[src/rtl/fetch_pc_unit.sv]
// Fetch-stage PC register and next-PC selector for the 5-stage MIPS pipeline (delayed branches).
// Optional branch performance counters are enabled with `define FETCH_PERF_CNT_EN.
module fetch_pc_unit #(
    parameter logic [31:0] PC_RESET = 32'h0000_3000
) (
    input  logic        clk,
    input  logic        reset,
    input  logic        Stall,
    input  logic [31:0] Instr_D,
    input  logic [31:0] PC4_D,
    input  logic        Cmp_Equal,
    input  logic [31:0] Rs_Fwd_D,
    output logic [31:0] PC_F,
    output logic [31:0] PC4_F,
    output logic        Redirect_F
`ifdef FETCH_PERF_CNT_EN
    ,
    output logic [31:0] Br_Cnt,
    output logic [31:0] Br_Taken_Cnt
`endif
);

    localparam logic [5:0] OP_RTYPE  = 6'b000000;
    localparam logic [5:0] OP_J      = 6'b000010;
    localparam logic [5:0] OP_JAL    = 6'b000011;
    localparam logic [5:0] OP_BEQ    = 6'b000100;
    localparam logic [5:0] OP_BNE    = 6'b000101;
    localparam logic [5:0] FN_JR     = 6'b001000;
    localparam logic [5:0] FN_JALR   = 6'b001001;

    logic [31:0] pc_q, pc_d;
    logic        redirect_q, redirect_d;

    logic [5:0]  op;
    logic [5:0]  funct;
    logic        is_beq, is_bne, is_branch, is_jump, is_jreg, br_taken;
    logic [31:0] br_target, j_target;

    assign op    = Instr_D[31:26];
    assign funct = Instr_D[5:0];

    always_comb begin
        is_beq    = (op == OP_BEQ);
        is_bne    = (op == OP_BNE);
        is_branch = is_beq || is_bne;
        is_jump   = (op == OP_J) || (op == OP_JAL);
        is_jreg   = (op == OP_RTYPE) && ((funct == FN_JR) || (funct == FN_JALR));
        br_taken  = (is_beq && Cmp_Equal) || (is_bne && !Cmp_Equal);
    end

    assign br_target = PC4_D + {{14{Instr_D[15]}}, Instr_D[15:0], 2'b00};
    assign j_target  = {PC4_D[31:28], Instr_D[25:0], 2'b00};

    // A stalled ID instruction is re-evaluated next cycle, so its decision is dropped here.
    always_comb begin
        pc_d       = pc_q + 32'd4;
        redirect_d = 1'b0;
        if (Stall) begin
            pc_d       = pc_q;
            redirect_d = redirect_q;
        end else if (is_jreg) begin
            pc_d       = Rs_Fwd_D;
            redirect_d = 1'b1;
        end else if (is_jump) begin
            pc_d       = j_target;
            redirect_d = 1'b1;
        end else if (br_taken) begin
            pc_d       = br_target;
            redirect_d = 1'b1;
        end
    end

    always_ff @(posedge clk) begin
        if (!reset) begin
            pc_q       <= PC_RESET;
            redirect_q <= 1'b0;
        end else begin
            pc_q       <= pc_d;
            redirect_q <= redirect_d;
        end
    end

    assign PC_F       = pc_q;
    assign PC4_F      = pc_q + 32'd4;
    assign Redirect_F = redirect_q;

`ifdef FETCH_PERF_CNT_EN
    logic [31:0] br_cnt_q, br_cnt_d;
    logic [31:0] br_taken_cnt_q, br_taken_cnt_d;

    always_comb begin
        br_cnt_d       = br_cnt_q;
        br_taken_cnt_d = br_taken_cnt_q;
        if (!Stall && is_branch) begin
            br_cnt_d = br_cnt_q + 32'd1;
            if (br_taken) begin
                br_taken_cnt_d = br_taken_cnt_q + 32'd1;
            end
        end
    end

    always_ff @(posedge clk) begin
        if (!reset) begin
            br_cnt_q       <= 32'd0;
            br_taken_cnt_q <= 32'd0;
        end else begin
            br_cnt_q       <= br_cnt_d;
            br_taken_cnt_q <= br_taken_cnt_d;
        end
    end

    assign Br_Cnt       = br_cnt_q;
    assign Br_Taken_Cnt = br_taken_cnt_q;
`endif

endmodule

[config.mk]
export PLATFORM = sky130hd
export DESIGN_NAME = fetch_pc_unit
export DESIGN_NICKNAME = d
export VERILOG_FILES = /design/src/rtl/fetch_pc_unit.sv
export SDC_FILE = /design/constraint.sdc
export NUM_CORES = 1
export LEC_CHECK = 0
export ABC_AREA = 0
export CAP_MARGIN = 10
export CELL_PAD_IN_SITES_DETAIL_PLACEMENT = 1
export CELL_PAD_IN_SITES_GLOBAL_PLACEMENT = 2
export CORE_ASPECT_RATIO = 1.5
export CORE_MARGIN = 3
export CORE_UTILIZATION = 32
export CTS_BUF_LIST = sky130_fd_sc_hd__clkbuf_4
export DETAILED_ROUTE_END_ITERATION = 8
export DONT_BUFFER_PORTS = 1
export GPL_ROUTABILITY_DRIVEN = 0
export PLACE_DENSITY = 0.75
export SYNTH_ARGS = -nofsm -noshare
export SYNTH_HDL_FRONTEND = slang
export SYNTH_SLANG_ARGS = --single-unit
[constraint.sdc]
create_clock -name clk -period 2.45 [get_ports clk]
set_input_delay 0.3675 -clock clk [delete_from_list [all_inputs] [get_ports clk]]
set_output_delay 0.3675 -clock clk [all_outputs]
set_load 0.02 [all_outputs]
==> results of run 1 <==
## synth_stat cells (all sizes together), types with 4 or more instances
| master | instances |
|---|---|
| a211oi | 4 |
| nand4 | 10 |
| nor2 | 47 |
| and3 | 19 |
| xor2 | 20 |
| buf | 8 |
| o21bai | 6 |
| o221ai | 8 |
| o21ai | 25 |
| nand2 | 53 |
| nor4 | 8 |
| o22ai | 10 |
| a21oi | 57 |
| ha | 30 |
| nand3 | 33 |
| dfxtp | 33 |
| o31ai | 6 |
| o211ai | 8 |
| inv | 20 |
| and4 | 4 |
| a21o | 11 |
| xnor2 | 31 |
| clkbuf | 24 |
| a2111oi | 6 |
| or2 | 4 |
| nor3 | 19 |
| a221oi | 8 |
## flip-flops by register name (all words and copies together) (netlist names)
| name | count |
|---|---|
| Redirect_F | 1 |
| PC_F | 32 |
## placed cells by master, fill, tap and decap left out, drive strengths merged, types with 10 or more instances in the layout
master	n
a21o	11
a21oi	57
and3	19
buf	130
dfxtp	33
ha	30
inv	20
nand2	53
nand3	33
nand4	10
nor2	47
nor3	19
o21ai	25
o22ai	10
xnor2	31
xor2	20
## timing repair
| action | CTS | global route |
|---|---|---|
| pin swaps | 7 | 6 |
| endpoints found under the hold margin | 0 | 0 |
| setup endpoints to repair | 19 | 16 |
| resized for setup | 38 | 16 |
| buffers inserted | 6 | 2 |
## metal layers
layer / vias to the layer above / wire length, um / global-route usage (%)
met5: - / 0 / 0
met1: 2568 / 7715 / 29.65
li1: 2404 / - / -
met3: 68 / 1435 / 4.438
met4: 0 / 1014 / 14.16
met2: 252 / 10780 / 49.60
## cell families after synthesis
kind of cell,Yosys count
AO/OA/AOI/OAI,194
XOR/XNOR,51
buffers and inverters,53
multiplexers,4
flip-flops,33
AND/OR/NAND/NOR,213
adder cells (fa/ha/maj),31
## power groups by stage
stage	Combinational, mW	Clock, mW	Sequential, mW
6_report	0.897	0.465	0.590
2_1_floorplan	0.535	0	0.629
4_1_cts	0.884	0.476	0.586
3_5_place_dp	0.872	0	0.595
5_1_grt	0.966	0.493	0.593
3_3_place_gp	0.853	0	0.594
## critical path, delay by kind of cell (launching register included)
| family | cells | cell delay (ns) |
|---|---|---|
| buf+inv | 2 | 0.33 |
| xor+xnor | 1 | 0.15 |
| simple gates | 4 | 0.91 |
| flops | 1 | 0.36 |
## stage by stage
step / area [um2] / TNS, ns
2_1_floorplan: 4279 / -0.01779
3_3_place_gp: 5239 / -0.9156
3_5_place_dp: 5239 / -1.538
4_1_cts: 5523 / -0.1366
5_1_grt: 5617 / -0.2829
6_report: 5617 / -0.06717
## final cells by class
type	count	area share, %
Antenna cell	1	0.04455
Sequential cell	33	12.03
Multi-Input combinational cell	493	63.64
Tap cell	159	3.542
Clock buffer	6	0.8020
Timing Repair Buffer	130	17.93
Clock inverter	2	0.6015
Inverter	21	1.403
## path summary, 6_finish.rpt
check                                  to  slack (ns)
worst min-delay path             PC_F[13]         0.1
worst min register to register   PC_F[22]        0.56
worst max-delay path            PC4_F[30]       -0.04
worst max register to register   PC_F[22]        0.22
==> results.json, run 1 <==
{
  "status": "finished with violations",
  "violations": "setup timing",
  "multi_input_area_um2": 3575,
  "syn_inst": 579,
  "period_share_pct": 101.7,
  "hp-class": "input pin to register",
  "max_stage_delay_ns": 0.36,
  "cp-start-kind": "register",
  "root_buffer": "clkbuf_4",
  "power.internal_mw": 1.173,
  "synth.mux.area_fraction_pct": 0.9663,
  "fin_total_pwr_mw": 1.952,
  "setup_violations": 2,
  "regArea_um2": 675.6,
  "cts.path.max_buffers": 2,
  "synth_xor_area_share_pct": 10.45,
  "ir_drop_mv": 0.1733,
  "netlist_area_um2": 4273,
  "cellLeakagePower_nw": 2.466,
  "grt_overflow": 0,
  "ys_ff_latch": 33,
  "avgViaCountPerCell": 6.263,
  "ys_warn_count": 0,
  "cts_tree": "yes",
  "synthFlopType": "dfxtp_1",
  "cp-end-kind": "output pin",
  "ctsHoldBuffers": 0,
  "grt_max_degree": 41,
  "synth_top_family_by_area": "compound AO/OA/AOI/OAI gates",
  "fp.dieArea_um2": 14800,
  "rsz0062_at_grt": "true",
  "grt_antenna_before_repair": 1,
  "grt_pass1_vias": 5717,
  "yosysSeqAreaShare_pct": 15.46,
  "yosysUniqueCellTypes": 76,
  "slew_viol_final": 0,
  "wl_um": 20950,
  "htree_num_levels": 2,
  "worst_slack_ns": -0.04090,
  "portBuffers": 0,
  "boundaryPins": 165,
  "drive_gt1_share_pct": 28.91,
  "vias": 5292,
  "crit_type": "register to output pin",
  "power_density_nw_per_um2": 347.5,
  "synth_edf_count": 0,
  "worstPathMaxFanout": 4,
  "row_count": 51,
  "yosys.area_share.adder_pct": 9.253,
  "finalNetCount": 815,
  "seqPwrFrac_pct": 30.2,
  "clockPowerShare_pct": 23.8,
  "arrival_ns": 2.12,
  "start_util_pct": 32.82,
  "crit_path_top_delay_cell": "dfxtp_2",
  "drt_iter0_markers": 174,
  "max_clock_freq_ghz": 0.4015,
  "grt_pass1_wl_um": 31360,
  "finalHoldViolations": 0,
  "syn_avg_cell_area_um2": 7.380,
  "drv_cap": 0,
  "fin_skew_ns": 0.01338,
  "die_h_um": 147.5,
  "p_comb_share_pct": 45.9,
  "min_path_cells": 1,
  "drt.antenna.violating_nets": 0,
  "clock_latency_ns": 0.37,
  "synthArstFlopShare_pct": 0,
  "core_um2": 13020,
  "drt-wirelength-per-cell_um": 24.79,
  "worstMarginPinSlew_ns": 0.5534,
  "yosys.area_share.simple_pct": 25.56,
  "fillers": 1625,
  "synth_area_leaders": "dfxtp_1, ha_1, a21oi_1, xnor2_1, nand2_1",
  "p_sw_mw": 0.7785,
  "dp_cells": 828,
  "finalWorstPathRequiredPeriod_ns": 2.491,
  "crit_required_ns": 2.08,
  "fin_util_pct": 43.15,
  "cts_sinks": 33,
  "yosysTopAreaCell": "dfxtp_1",
  "post-place-ws_ns": -0.2649,
  "drt_pass1_iterations": 6,
  "r2r-start": "PC_F[18]",
  "crit_start": "PC_F[6]",
  "route.detailed.drc": 0,
  "crit_chain": "and4_4, and3_4, nand4_1, buf_6, nor4_4, xnor2_1, buf_4",
  "min_from": "reset",
  "numCtsBuffers": 5,
  "synth-compound-area-share_pct": 32.53,
  "slew_headroom_pct": 62.98,
  "whs_ns": 0.09781,
  "areaGrowthSynthToFinish_pct": 31.45,
  "grt_util_all_layers_pct": 27.26,
  "path_clk_slew_ns": 0.13,
  "finalNonFillerCells": 845,
  "reg2reg_depth": 10,
  "synth_top_area_share_pct": 15.46,
  "syn_nets": 710,
  "swShare_pct": 39.89,
  "die_w_um": 100.4,
  "hpwl_um": 16650
}
(Power assumes the default switching activity.)
==> run 2, diff against run 1 <==
--- a/config.mk
+++ b/config.mk
@@ -6,7 +6,7 @@
 export NUM_CORES = 1
 export LEC_CHECK = 0
 export ABC_AREA = 0
-export CAP_MARGIN = 10
+export CAP_MARGIN = 20
 export CELL_PAD_IN_SITES_DETAIL_PLACEMENT = 1
 export CELL_PAD_IN_SITES_GLOBAL_PLACEMENT = 2
 export CORE_ASPECT_RATIO = 1.5
==> results of run 2 <==
Final layout, timing and power as in run 1 (identical DEF).
==> run 3, diff against run 2 <==
--- a/config.mk
+++ b/config.mk
@@ -17,6 +17,7 @@
 export DONT_BUFFER_PORTS = 1
 export GPL_ROUTABILITY_DRIVEN = 0
 export PLACE_DENSITY = 0.75
+export RECOVER_POWER = 100
 export SYNTH_ARGS = -nofsm -noshare
 export SYNTH_HDL_FRONTEND = slang
 export SYNTH_SLANG_ARGS = --single-unit
==> run 3 against run 2 <==
- the run still ends with setup timing left
- critical path depth did not move
- first-iteration DRC count down 12%
- largest cell class unchanged
- setup slack worse by 0.0013 ns
- fmax barely moved
==> results.json, run 3 (same netlist as run 1, synthesis figures left out) <==
{
  "cts_sinks": 33,
  "die_w_um": 100.4,
  "rsz0062_at_grt": "true",
  "status": "finished with violations",
  "path_clk_slew_ns": 0.13,
  "avgViaCountPerCell": 6.207,
  "period_share_pct": 101.7,
  "fin_skew_ns": 0.01377,
  "worstMarginPinSlew_ns": 0.5509,
  "fin_util_pct": 42.83,
  "route.detailed.drc": 0,
  "arrival_ns": 2.12,
  "finalNetCount": 815,
  "largest_register_ffs": 32,
  "ir_drop_mv": 0.1729,
  "fp.dieArea_um2": 14800,
  "root_buffer": "clkbuf_4",
  "grt_util_all_layers_pct": 27.26,
  "mostFrequentLayoutCell": "buf_4",
  "cp-start-kind": "register",
  "grt_pass1_wl_um": 31360,
  "slew_viol_final": 0,
  "violations": "setup timing",
  "portBuffers": 0,
  "finalWorstPathRequiredPeriod_ns": 2.492,
  "worstPathMaxFanout": 4,
  "setup_violations": 3,
  "start_util_pct": 32.82,
  "crit_required_ns": 2.08,
  "vias": 5245,
  "hpwl_um": 16650,
  "drt_pass1_iterations": 4,
  "max_clock_freq_ghz": 0.4013,
  "drive_gt1_share_pct": 27.30,
  "areaGrowthSynthToFinish_pct": 30.48,
  "crit_type": "register to output pin",
  "numCtsBuffers": 5,
  "layout_common_cells": "buf_4, a21oi_1, nand2_1, nor2_1",
  "cts.path.max_buffers": 2,
  "drv_cap": 0,
  "post-place-ws_ns": -0.2649,
  "hp-class": "input pin to register",
  "grt_max_degree": 41,
  "finalHoldViolations": 0,
  "grt_pass1_vias": 5717,
  "drt.antenna.violating_nets": 0,
  "drt-wirelength-per-cell_um": 24.76,
  "grt_antenna_before_repair": 1,
  "grt_overflow": 0,
  "cellLeakagePower_nw": 2.422,
  "power_density_nw_per_um2": 349.2,
  "fin_total_pwr_mw": 1.947,
  "cts_tree": "yes",
  "slew_headroom_pct": 63.15,
  "reg2reg_setup_slack_ns": 0.22,
  "reg2reg_depth": 10,
  "boundaryPins": 165,
  "core_um2": 13020,
  "row_count": 51,
  "min_path_cells": 1,
  "wl_um": 20930,
  "htree_num_levels": 2,
  "die_h_um": 147.5,
  "worst_slack_ns": -0.04220,
  "clock_latency_ns": 0.37,
  "ctsHoldBuffers": 0,
  "cp-end-kind": "output pin",
  "drt_iter0_markers": 153
}
run 3: cell count changes in the layout (fill, tap and decap cells not counted):
| cell | before | now |
|---|---|---|
| buf_4 | 125 | 114 |
| clkbuf_1 | 0 | 11 |
run 3: per-layer routing:
| metal | track usage, % | up-vias | share of wire [%] |
|---|---|---|---|
| met5 | 0 | - | 0 |
| met3 | 4.438 | 67 | 6.5 |
| met2 | 49.60 | 225 | 52 |
| li1 | - | 2401 | - |
| met4 | 14.16 | 0 | 4.8 |
| met1 | 29.65 | 2552 | 37 |
run 3: path summary, 6_finish.rpt:
check	end	from
worst max-delay path	PC4_F[30]	PC_F[6]
worst min-delay path	PC_F[13]	reset
worst min register to register	PC_F[22]	PC_F[22]
worst max register to register	PC_F[22]	PC_F[18]
run 3: what timing repair did:
action | CTS | global route
endpoints found under the hold margin | 0 | 0
setup buffers | 6 | 2
pin swaps | 7 | 6
endpoints found under the setup margin | 19 | 16
gates resized for setup | 38 | 16
run 3: cell type report:
cell class	count	area, um2
antenna	1	2.502
clock buffer	6	45.04
sequential	33	675.6
clock inverter	2	33.78
tap	159	198.9
timing repair buffer	130	965.9
multi-input combinational	493	3575
fill	1632	7442
inverter	21	78.83
run 3: worst max-delay path, stage by stage, from the launching register on:
cell	delay, ns
dfxtp_2	0.36
and4_4	0.27
and3_4	0.24
nand4_1	0.14
buf_6	0.17
nor4_4	0.25
xnor2_1	0.15
buf_4	0.16
run 3: report_power, final:
| part | leakage, nW | internal (mW) | total [mW] | switching [mW] |
|---|---|---|---|---|
| sequential | 0.274 | 0.562 | 0.590 | 0.0275 |
| clock | 0.0433 | 0.224 | 0.467 | 0.243 |
| combinational | 2.10 | 0.381 | 0.890 | 0.509 |
run 3: metrics by stage:
stage                     std cells  hold WS, ns  TNS [ns]  area, um2
after floorplan                 579       0.5302  -0.01779       4279
after global placement          828       0.4539   -0.9156       5239
after detailed placement        828       0.4774    -1.538       5239
after CTS                       842      0.07229   -0.1366       5523
after global routing            845      0.08190   -0.3534       5575
final                           845      0.09568  -0.07986       5575
